`config.mk`:
```
export PLATFORM = sky130hd
export DESIGN_NAME = quad_step_decoder
export DESIGN_NICKNAME = d
export VERILOG_FILES = /design/src/rtl/quad_step_decoder.sv
export SDC_FILE = /design/constraint.sdc
export NUM_CORES = 1
export LEC_CHECK = 0
export ABC_CLOCK_PERIOD_IN_PS = 1500
export BUFFER_PORTS_ARGS = -buffer_cell sky130_fd_sc_hd__buf_2
export CORE_MARGIN = 3
export CORE_UTILIZATION = 43
export CTS_BUF_LIST = sky130_fd_sc_hd__clkbuf_4
export DETAILED_ROUTE_END_ITERATION = 8
export PLACE_DENSITY = 0.68
export RECOVER_POWER = 25
export SKIP_CTS_REPAIR_TIMING = 1
export SLEW_MARGIN = 30
export SYNTH_ARGS = -nofsm -noshare
export SYNTH_HDL_FRONTEND = slang
export SYNTH_SLANG_ARGS = --single-unit
```
`constraint.sdc`:
```
create_clock -name clk -period 1.5 [get_ports clk]
set_input_delay 0.075 -clock clk [delete_from_list [all_inputs] [get_ports clk]]
set_output_delay 0.075 -clock clk [all_outputs]
set_load 0.02 [all_outputs]
```
`src/rtl/quad_step_decoder.sv`:
```
// Quadrature/index front end: synchronises and glitch-filters raw A/B/idx,
// decodes phase steps into one-cycle load/up/down strobes plus sel_mode, and flags illegal steps.
module quad_step_decoder #(
  parameter int unsigned FILT_CYCLES = 3
) (
  input  logic       clk,
  input  logic       rstn,
  input  logic       enable,
  input  logic       a_in,
  input  logic       b_in,
  input  logic       idx_in,
  input  logic       err_clr,
  output logic       load,
  output logic       up,
  output logic       down,
  output logic [1:0] sel_mode,
  output logic       err
);

  typedef enum logic {SETTLE, RUN} state_t;

  // Channel bit order in the vectors below: [0]=A, [1]=B, [2]=idx
  logic [2:0] sync1, sync2, filt;
  logic [3:0] cnt [3];
  logic [1:0] prev_phase, phase;
  logic       prev_idx;
  logic [4:0] settle;
  state_t     state, next_state;
  logic       primed;

  logic       step_up, step_dn, illegal, idx_rise, issue;
  logic       load_d, up_d, down_d, err_d;
  logic [1:0] sel_d;

  always_ff @(posedge clk or negedge rstn) begin
    if (!rstn) begin
      sync1 <= '0;
      sync2 <= '0;
      filt  <= '0;
      for (int unsigned i = 0; i < 3; i++) cnt[i] <= '0;
    end else begin
      sync1 <= {idx_in, b_in, a_in};
      sync2 <= sync1;
      for (int unsigned i = 0; i < 3; i++) begin
        if (sync2[i] == filt[i]) begin
          cnt[i] <= '0;
        end else if (cnt[i] == 4'(FILT_CYCLES - 1)) begin
          filt[i] <= sync2[i];
          cnt[i]  <= '0;
        end else begin
          cnt[i] <= cnt[i] + 4'd1;
        end
      end
    end
  end

  // Priming: hold off decisions until the filters have had time to reach the
  // real input levels, so the reset-to-input jump is never seen as a step.
  always_ff @(posedge clk or negedge rstn) begin
    if (!rstn) state <= SETTLE;
    else       state <= next_state;
  end

  always_comb begin
    next_state = state;
    if (state == SETTLE && settle == 5'(FILT_CYCLES + 2)) next_state = RUN;
  end

  always_comb begin
    primed = (state == RUN);
  end

  always_ff @(posedge clk or negedge rstn) begin
    if (!rstn)              settle <= '0;
    else if (state == SETTLE) settle <= settle + 5'd1;
  end

  assign phase = {filt[0], filt[1]};

  always_ff @(posedge clk or negedge rstn) begin
    if (!rstn) begin
      prev_phase <= '0;
      prev_idx   <= 1'b0;
    end else begin
      prev_phase <= phase;
      prev_idx   <= filt[2];
    end
  end

  always_comb begin
    step_up = 1'b0;
    step_dn = 1'b0;
    illegal = 1'b0;
    case ({prev_phase, phase})
      4'b00_01, 4'b01_11, 4'b11_10, 4'b10_00: step_up = 1'b1;
      4'b00_10, 4'b10_11, 4'b11_01, 4'b01_00: step_dn = 1'b1;
      4'b00_11, 4'b11_00, 4'b01_10, 4'b10_01: illegal = 1'b1;
      default: ;
    endcase
  end

  // Load outranks a coincident step; the step is dropped rather than deferred.
  always_comb begin
    idx_rise = filt[2] & ~prev_idx;
    issue    = primed & enable;
    load_d   = issue & idx_rise;
    up_d     = issue & step_up & ~idx_rise;
    down_d   = issue & step_dn & ~idx_rise;
    sel_d    = 2'b00;
    if (load_d)      sel_d = 2'b11;
    else if (up_d)   sel_d = 2'b01;
    else if (down_d) sel_d = 2'b10;
    err_d = err;
    if (primed && illegal) err_d = 1'b1;
    else if (err_clr)      err_d = 1'b0;
  end

  always_ff @(posedge clk or negedge rstn) begin
    if (!rstn) begin
      load     <= 1'b0;
      up       <= 1'b0;
      down     <= 1'b0;
      sel_mode <= 2'b00;
      err      <= 1'b0;
    end else begin
      load     <= load_d;
      up       <= up_d;
      down     <= down_d;
      sel_mode <= sel_d;
      err      <= err_d;
    end
  end

endmodule

```
Yosys cells after proc, flatten, opt, wreduce, memory -nomap -nowiden
Index checks and enable logic that the tools add are counted.

Bits in read-only memories: 0. Latch bits: 0. Register bits after elaboration: 36. Logic and storage cells: 76. Bits in writable memories: 0. Input port bits: 7. Memories kept: 0. Output and inout port bits: 6.

Equality and inequality tests: 19. Divide/modulo/power cells: 0. Reductions and logical operators: 9. Add/sub/neg operators: 4. Multiplexer cells: 14. Multiply operators: 0. Bitwise operators: 13. $lt $le $gt $ge: 0. Shift-type cells: 0.

Operators with widths (number): equality test 4 bit (second input constant) (6); 2-to-1 mux 4 bit (6); equality test 4 x 2 -> 1 bit (second input constant) (5); adder 4 x 1 -> 4 bit (second input constant) (3); equality test 4 x 3 -> 1 bit (second input constant) (3); OR reduction 4 bit (3); AND 1 bit (7); 2-to-1 mux 2 bit (3); NOT 1 bit (6); AND reduction 2 bit (3); adder 5 x 1 -> 5 bit (second input constant) (1); equality test 5 x 3 -> 1 bit (second input constant) (1); 2-to-1 mux 1 bit (5); equality test 4 x 1 -> 1 bit (second input constant) (1); equality test 1 bit (3); logical AND 1 bit (2); nonzero test 2 bit (1).

Logic depth before layout (Yosys ltp)
Gate-level depths: netlist of run 1.

Word-level depth: 8. Depth in mapped cells: 4. Depth with buffers taken out: 4.

Worst setup path after synthesis of run 1
OpenSTA, ideal clock, no wires.

Path kind: register -> register. From: register cnt[4] in the netlist's numbering. To: register filt[1]. Arrival time: 970 ps. Library setup time: 125 ps. Path slack: 406 ps. Period minus slack after synthesis: 1094 ps. Cell stages (with the launch flop): 5. Required time: 1375 ps. Path buffers: 0. Cells stage by stage: dfrtp_1 inv_1 ha_1 nand2_1 mux2_2.

Longest elaborated chain between the ends: 2.

Ends and longest elaborated chain: start: declaration (RTL line 24) `logic [3:0] cnt [3];`; start signal: indexed assignment (RTL line 51) `cnt[i] <= cnt[i] + 4'd1;`; equality test 4 x 2 -> 1 bit (RTL line 47) `end else if (cnt[i] == 4'(FILT_CYCLES - 1)) begin`; AND reduction 2 bit (no source line); end signal: indexed assignment (RTL line 48) `filt[i] <= sync2[i];`; end: declaration (RTL line 23) `logic [2:0] sync1, sync2, filt;`.

Every way passes these cells. A chain may end at the register's enable or synchronous reset.

Final worst setup path of run 1
Ends and elaborated chain as after synthesis.

==> qor.txt, run 1 <==
run status: complete, no violations
final setup fails: 0
Avg Inst Size Synth: 12.66 um^2
sequential area share after synthesis: 63.55%
Max-Cap Viols: 0
CTS buffer count: 5
gr usage total: 11.45%
Mapped Cells: 112
Max VDD drop: 0.7251 mV
Power per Cell Area: 1608 mW/mm^2
total iterations of the first detailed-routing run: 3
clk_lat worst skew: 0.33 ns
DRT antenna net count: 0
TritonCTS clock tree: built
fmax: 0.8553 GHz
Synth async-reset ratio: 100.0%
Finished Core Util: 53.31%
CP Class: reg2reg
Worst EP required: 1.72 ns
min Tclk post-route: 1.169 ns
IO buf count: 12
share of layout cells above drive strength 1: 17.52%
worst-path cell chain: inv_1, ha_1, nand2_1, mux2_2
RSZ-0062 raised after global routing: no
Data arrival, critical path: 1.39 ns
vias in the first global route: 826
CORE AREA: 0.003103 mm^2
syn nets: 127
largest net degree at the start of global routing: 21
flop and latch count out of synthesis: 36
DRT Wirelength: 1.903 mm
Syn-to-layout area delta: 16.68%
DP Worst Slack: 0.3478 ns
CP Max Fanout: 4
Clk pin slew, worst setup/hold paths: 0.09 ns
Static Leakage: 0.8067 nW
first-pass GRT wire length: 3.408 mm
Post-Syn Area: 0.001418 mm^2
DRC: 0
die area: 0.004021 mm^2
clock sinks: 36
nets: 151
detailed placement HPWL: 1.408 mm
EDFF count, synth: 0
worst hold path class: in2reg
fin crit share: 77.94%
Worst-Margin Slew: 0.9388 ns
initial DRC count: 34
clk root buf: clkbuf_4
pins over their slew limit: 0
Syn. warnings: 0
WL/cell: 10.51 um
CP startpoint kind: register
CTS HTree Levels: 2
Die H: 63.42 um
Final WS setup: 0.3309 ns
I/O pins: 13
worst rel slew slack: 37.41%
critical path endpoint category: register
Placed Cells: 168
Initial Util: 45.69%
distinct cell type count after synthesis: 19
CP max stage cell: dfrtp_1
initial antenna violation count: 0
non-filler cells in the finished layout: 181
main flop type after synthesis: dfrtp_1
setup TNS: 0 ns
final hold violation count: 0
Congestion Overflow GR: 0
Die X: 63.42 um
PnR Total Power: 2.660 mW
CTS max path bufs: 2
GP Congestion: 0.7379
clk_skew: 0.006983 ns
Max stage delay on crit path: 0.40 ns
routed vias: 818
standard-cell rows: 20
ant diodes: 0
Vias/cell: 4.519
-- cells in the mapped netlist, types with 2 or more instances --
| library cell | n | area, um^2 |
|---|---|---|
| a21o_1 | 3 | 22.52 |
| dfrtp_1 | 36 | 900.9 |
| ha_1 | 8 | 100.1 |
| inv_1 | 5 | 18.77 |
| mux2_2 | 3 | 33.78 |
| nand2_1 | 5 | 18.77 |
| nand2b_1 | 2 | 12.51 |
| nand3_1 | 5 | 25.02 |
| nand4b_1 | 2 | 17.52 |
| nor2_1 | 19 | 71.32 |
| xnor2_1 | 11 | 96.34 |
| xor2_1 | 6 | 52.55 |
-- metrics by stage --
step                hold WS (ns)  cell area [um^2]
detailed placement       0.01689              1549
floorplan                -0.2206              1418
global placement         0.01926              1549
global route             0.01963              1654
finish                   0.03708              1654
CTS                      -0.3582              1605
-- routing by layer --
metal	up-vias	routed length [um]	GRT usage, %
met1	386	840	12.60
met4	0	44	8.086
li1	408	-	-
met2	18	891	17.47
met5	-	0	0
met3	6	126	5.169
-- where the power goes --
part | total (mW) | switching, mW | internal [mW]
clock network | 0.501 | 0.285 | 0.216
registers | 1.38 | 0.178 | 1.20
logic | 0.777 | 0.419 | 0.358
-- sequential cells by signal, indices dropped and copies added (netlist names) --
signal and flops:
cnt 12, down 1, err 1, filt 3, load 1, prev_idx 1
prev_phase 2, primed 1, sel_mode 2, settle 5, sync1 3, sync2 3
up 1
-- worst max-delay path: cells and delay by family, from the launching register on --
family	cells	cell delay, ns
buffers and inverters	1	0.06
adder cells (fa/ha/maj)	1	0.21
multiplexers	1	0.32
AND/OR/NAND/NOR	1	0.07
flip-flops	1	0.40
-- worst paths after layout --
kind                           from     endpoint  slack (ns)  cells past startpoint
max reg2reg                  cnt[4]      filt[1]        0.33                      4
min in group asynchronous      rstn  sel_mode[0]        0.39                      2
min reg2reg                sync1[1]     sync2[1]        0.35                      0
max in group asynchronous      rstn     sync1[2]        0.50                      3
min                          enable  sel_mode[1]        0.04                      3
max                          cnt[4]      filt[1]        0.33                      4
-- layout by cell type, fill, tap and decap left out, drive strengths merged --
cell type | synthesis | routed
a21o | 3 | 3
xnor2 | 11 | 11
clkbuf | 1 | 8
nand4b | 2 | 2
or2 | 1 | 1
mux2 | 3 | 3
nor2 | 19 | 19
dlygate4sd3 | 0 | 5
a31o | 1 | 1
nand3 | 5 | 5
o21ai | 1 | 1
mux2i | 1 | 1
clkinv | 0 | 1
dfrtp | 36 | 36
ha | 8 | 8
buf | 0 | 12
inv | 5 | 5
nand2b | 2 | 2
xor2 | 6 | 6
a21oi | 2 | 2
nand2 | 5 | 5
-- logic make-up after synthesis --
group	synth area share, %
DFF	63.55
AOI/OAI and AO/OA	3.530
adders and majority gates	7.061
and+or+nand+nor	10.68
xor gates and xnor gates	10.50
buffers and inverters	1.589
muxes	3.089
-- layout make-up --
type / instances / area, um^2
Fill cell: 283 / 1449
Inverter: 5 / 18.77
Sequential cell: 36 / 900.9
Clock buffer: 7 / 52.55
Tap cell: 44 / 55.05
Timing Repair Buffer: 18 / 128.9
Clock inverter: 1 / 3.754
Multi-Input combinational cell: 70 / 494.2
(Power assumes the default switching activity.)
==> run 2: changes to the inputs <==
--- a/config.mk
+++ b/config.mk
@@ -5,13 +5,13 @@
 export SDC_FILE = /design/constraint.sdc
 export NUM_CORES = 1
 export LEC_CHECK = 0
-export ABC_CLOCK_PERIOD_IN_PS = 1500
+export ABC_CLOCK_PERIOD_IN_PS = 990
 export BUFFER_PORTS_ARGS = -buffer_cell sky130_fd_sc_hd__buf_2
 export CORE_MARGIN = 3
 export CORE_UTILIZATION = 43
 export CTS_BUF_LIST = sky130_fd_sc_hd__clkbuf_4
 export DETAILED_ROUTE_END_ITERATION = 8
-export PLACE_DENSITY = 0.68
+export PLACE_DENSITY = 0.7
 export RECOVER_POWER = 25
 export SKIP_CTS_REPAIR_TIMING = 1
 export SLEW_MARGIN = 30
==> constraint.sdc (replaced) <==
create_clock -name clk -period 0.99 [get_ports clk]
set_input_delay 0.0495 -clock clk [delete_from_list [all_inputs] [get_ports clk]]
set_output_delay 0.0495 -clock clk [all_outputs]
set_load 0.02 [all_outputs]
==> run 2 against run 1 <==
- sequential share of layout area down 6.6 points
- largest power group unchanged
- critical path type unchanged
- first-iteration DRC count up 2.9%
- the run now ends with setup timing left
- cell area up 14%
- critical path depth down 1
==> qor.txt, run 2 (synthesis results as in run 1) <==
Vias/cell: 4.641
max reg flops: 12
violated checks: setup timing
total iterations of the first detailed-routing run: 3
nets: 168
worst hold path class: in2async
largest net degree at the start of global routing: 37
run status: complete, but fails checks
ant diodes: 0
Max VDD drop: 1.147 mV
clock power share: 15.6%
CTS buffer count: 5
Sw Pwr: 1.595 mW
min Tclk post-route: 1.090 ns
clk_lat worst skew: 0.33 ns
most common cell after layout, fill and taps aside: dfrtp_1
fin crit share: 110.1%
Data arrival, critical path: 1.35 ns
routed vias: 919
DRT Wirelength: 2.362 mm
die area: 0.004021 mm^2
fmax: 0.9175 GHz
I/O pins: 13
Regs by FF count: cnt: 12 flops, settle: 5 flops
Static Leakage: 0.9038 nW
Die H: 63.42 um
Congestion Overflow GR: 0
DRC: 0
DRT antenna net count: 0
CP startpoint kind: register
setup TNS: -0.5029 ns
clk root buf: clkbuf_4
GP Congestion: 0.7042
detailed placement HPWL: 1.579 mm
initial DRC count: 35
Syn-to-layout area delta: 33.19%
Int Power: 3.006 mW
Max-Cap Viols: 0
share of layout cells above drive strength 1: 40.26%
Final WS setup: -0.09988 ns
CTS max path bufs: 2
Seq pwr share: 45.8%
CP Class: reg2reg
Finished Core Util: 60.85%
initial antenna violation count: 0
Worst EP required: 1.25 ns
standard-cell rows: 20
pins over their slew limit: 0
Most flops, register: cnt
Power per Cell Area: 2437 mW/mm^2
Clk pin slew, worst setup/hold paths: 0.10 ns
PnR Total Power: 4.601 mW
Combinational Power Share: 38.6%
gr usage total: 12.80%
CP Max Fanout: 5
Worst-Margin Slew: 0.4800 ns
Die X: 63.42 um
most frequent cells in the layout: dfrtp_1, nor2_1, buf_4
final hold violation count: 0
CORE AREA: 0.003103 mm^2
first-pass GRT wire length: 3.870 mm
clk_skew: 0.006832 ns
clock sinks: 36
WL/cell: 11.93 um
RSZ-0062 raised after global routing: yes
DP Worst Slack: -0.09228 ns
Initial Util: 45.69%
CTS HTree Levels: 2
worst rel slew slack: 68.00%
vias in the first global route: 936
IO buf count: 12
Sw Ratio: 34.66%
final setup fails: 11
TritonCTS clock tree: built
critical path endpoint category: register
==> run 2: final timing paths <==
kind	from	end	slack [ns]	depth (start not counted)
max reg2reg	filt[1]	sel_mode[1]	-0.1	3
max	filt[1]	sel_mode[1]	-0.1	3
min	rstn	settle[2]	0.31	3
min in group clk	b_in	sync1[1]	0.34	2
max in group asynchronous	rstn	filt[0]	0.33	3
min reg2reg	sync1[1]	sync2[1]	0.36	0
==> run 2: layer usage <==
layer | wire, um | vias up | global-route usage, % | part of all wire, %
li1 | - | 442 | - | -
met1 | 877 | 456 | 13.48 | 37
met2 | 1323 | 17 | 21.51 | 56
met3 | 104 | 4 | 4.635 | 4.4
met4 | 56 | 0 | 8.086 | 2.4
met5 | 0 | - | 0 | 0
==> run 2: area by class of cell <==
cell class / count / area, um^2
Clock buffer: 5 / 37.54
Clock inverter: 3 / 13.76
Fill cell: 267 / 1215
Inverter: 5 / 18.77
Multi-Input combinational cell: 70 / 604.3
Sequential cell: 36 / 903.4
Tap cell: 44 / 55.05
Timing Repair Buffer: 35 / 255.2
==> run 2: power groups by stage <==
stage	registers (mW)	logic, mW	clock network, mW
finish	2.11	1.77	0.718
global placement	2.06	1.48	0
floorplan	2.21	0.842	0
CTS	2.06	1.57	0.757
global route	2.17	1.98	0.825
detailed placement	2.09	1.56	0
==> run 2: metrics by stage <==
step,hold WS [ns],cells,cell area (um^2)
floorplan,-0.2461,112,1444
global placement,0.02083,183,1688
detailed placement,0.02418,183,1688
CTS,-0.3556,191,1739
global route,0.3255,198,1888
finish,0.3071,198,1888
==> run 2: critical path, cell delays in order, from the launching register on <==
cell and delay [ns]:
dfrtp_2 0.47, xor2_2 0.16, or2_1 0.26, a21oi_2 0.13
==> run 3: changes to the inputs <==
--- a/config.mk
+++ b/config.mk
@@ -5,13 +5,12 @@
 export SDC_FILE = /design/constraint.sdc
 export NUM_CORES = 1
 export LEC_CHECK = 0
-export ABC_CLOCK_PERIOD_IN_PS = 990
+export ABC_CLOCK_PERIOD_IN_PS = 1200
 export BUFFER_PORTS_ARGS = -buffer_cell sky130_fd_sc_hd__buf_2
-export CORE_MARGIN = 3
 export CORE_UTILIZATION = 43
 export CTS_BUF_LIST = sky130_fd_sc_hd__clkbuf_4
 export DETAILED_ROUTE_END_ITERATION = 8
-export PLACE_DENSITY = 0.7
+export PLACE_DENSITY = 0.68
 export RECOVER_POWER = 25
 export SKIP_CTS_REPAIR_TIMING = 1
 export SLEW_MARGIN = 30
==> constraint.sdc (replaced) <==
create_clock -name clk -period 1.2 [get_ports clk]
set_input_delay 0.06 -clock clk [delete_from_list [all_inputs] [get_ports clk]]
set_output_delay 0.06 -clock clk [all_outputs]
set_load 0.02 [all_outputs]
==> run 3 against run 2 <==
- the flow now finishes without violations
- highest routed layer unchanged
- largest power group unchanged
- clock power shrank 20%
- cell count shrank 8.6%
- combinational power shrank 46%
- largest cell class unchanged
- critical path type unchanged
==> qor.txt, run 3 (synthesis results as in run 1) <==
vias in the first global route: 805
met1 usage: 14.29%
worst reg2reg startpoint: cnt[8]
Initial Util: 46.06%
pins over their slew limit: 0
WHS: 0.01456 ns
worst hold path class: in2reg
initial antenna violation count: 0
worst rel slew slack: 37.11%
final setup fails: 0
Congestion Overflow GR: 0
routed vias: 817
Worst Hold Endpoint: up
die area: 0.003530 mm^2
most common cell after layout, fill and taps aside: dfrtp_1
clk_lat worst skew: 0.32 ns
met2 capacity usage during global routing: 21.99%
max reg flops: 12
GP Congestion: 0.6826
hold path start: enable
worst reg2reg endpoint: filt[0]
largest net degree at the start of global routing: 21
Max VDD drop: 0.9886 mV
clock sinks: 36
CTS HTree Levels: 2
met3 GRT Util: 4.585%
CORE AREA: 0.003078 mm^2
Vias/cell: 4.514
Die X: 59.42 um
DRC: 0
Worst EP required: 1.41 ns
CP Class: reg2reg
filler cell count: 276
GRT Max-Usage Layer: met2
IO buf count: 12
FF-to-FF path depth: 4
setup TNS: 0 ns
share of layout cells above drive strength 1: 17.52%
RSZ-0062 raised after global routing: no
CTS buffer count: 5
TritonCTS clock tree: built
first-pass GRT wire length: 3.298 mm
DRT antenna net count: 0
Data arrival, critical path: 1.37 ns
ant diodes: 0
nets: 151
Most flops, register: cnt
WHS Path Cells: 3
Max-Cap Viols: 0
Clk pin slew, worst setup/hold paths: 0.10 ns
CP Max Fanout: 4
WL/cell: 10.35 um
CTS max path bufs: 2
gr usage total: 13.05%
I/O pins: 13
Static Leakage: 0.8053 nW
Power per Cell Area: 1984 mW/mm^2
run status: complete, no violations
flop2flop setup slack: 0.04 ns
clk_skew: 0.007736 ns
standard-cell rows: 20
fmax: 0.8616 GHz
total iterations of the first detailed-routing run: 4
CP startpoint kind: register
fin crit share: 96.72%
Worst-Margin Slew: 0.9434 ns
Regs by FF count: cnt: 12 flops, settle: 5 flops
Syn-to-layout area delta: 16.33%
detailed placement HPWL: 1.372 mm
critical path endpoint category: register
most frequent cells in the layout: dfrtp_1, nor2_1, xnor2_1, buf_2, ha_1
clk root buf: clkbuf_4
min Tclk post-route: 1.161 ns
initial DRC count: 16
Die H: 59.42 um
DRT Wirelength: 1.873 mm
final hold violation count: 0
run 3: stage by stage:
step | util (%) | instances | cell area (um^2) | power [mW] | setup slack (ns)
floorplan | - | 112 | 1418 | 2.457 | 0.1056
global placement | 50.33 | 168 | 1549 | 2.676 | 0.07772
detailed placement | 50.33 | 168 | 1549 | 2.736 | 0.04693
CTS | 51.99 | 176 | 1600 | 3.321 | 0.03206
global route | 53.58 | 181 | 1649 | 3.539 | 0.002926
finish | 53.58 | 181 | 1649 | 3.271 | 0.03940
run 3: power breakdown:
part,total (mW),switching (mW),leakage (nW),internal [mW]
clock network,0.577,0.362,0.0324,0.215
registers,1.73,0.224,0.449,1.51
logic,0.963,0.518,0.324,0.445
total,3.27,1.10,0.805,2.17
run 3: cell type report:
class                   instances  area (um^2)  share of cell area (%)
inverters                       5        18.77                   1.138
repair buffers                 18        128.9                   7.815
clock inverters                 3        13.76                  0.8346
flip-flops and latches         36        900.9                   54.63
clock buffers                   5        37.54                   2.276
well taps                      44        55.05                   3.338
multi-input cells              70        494.2                   29.97
run 3: how the worst max path moves through the flow:
stage | from | to | slack (ns) | cells after the start
floorplan | cnt[4] | filt[1] | 0.11 | 4
global placement | cnt[0] | filt[2] | 0.08 | 4
detailed placement | cnt[8] | filt[0] | 0.05 | 4
CTS | cnt[8] | filt[0] | 0.03 | 4
global route | cnt[8] | filt[0] | 0.003 | 4
finish | cnt[8] | filt[0] | 0.04 | 4
run 3: metal layers:
layer	vias up	routed length (um)
li1	412	-
met1	387	868
met2	16	906
met3	2	81
met4	0	16
met5	-	0
run 3: critical path, cell delays in order (launching register included):
cell and delay (ns):
dfrtp_1 0.41, inv_1 0.06, ha_1 0.20, nand2_1 0.07
mux2_2 0.32
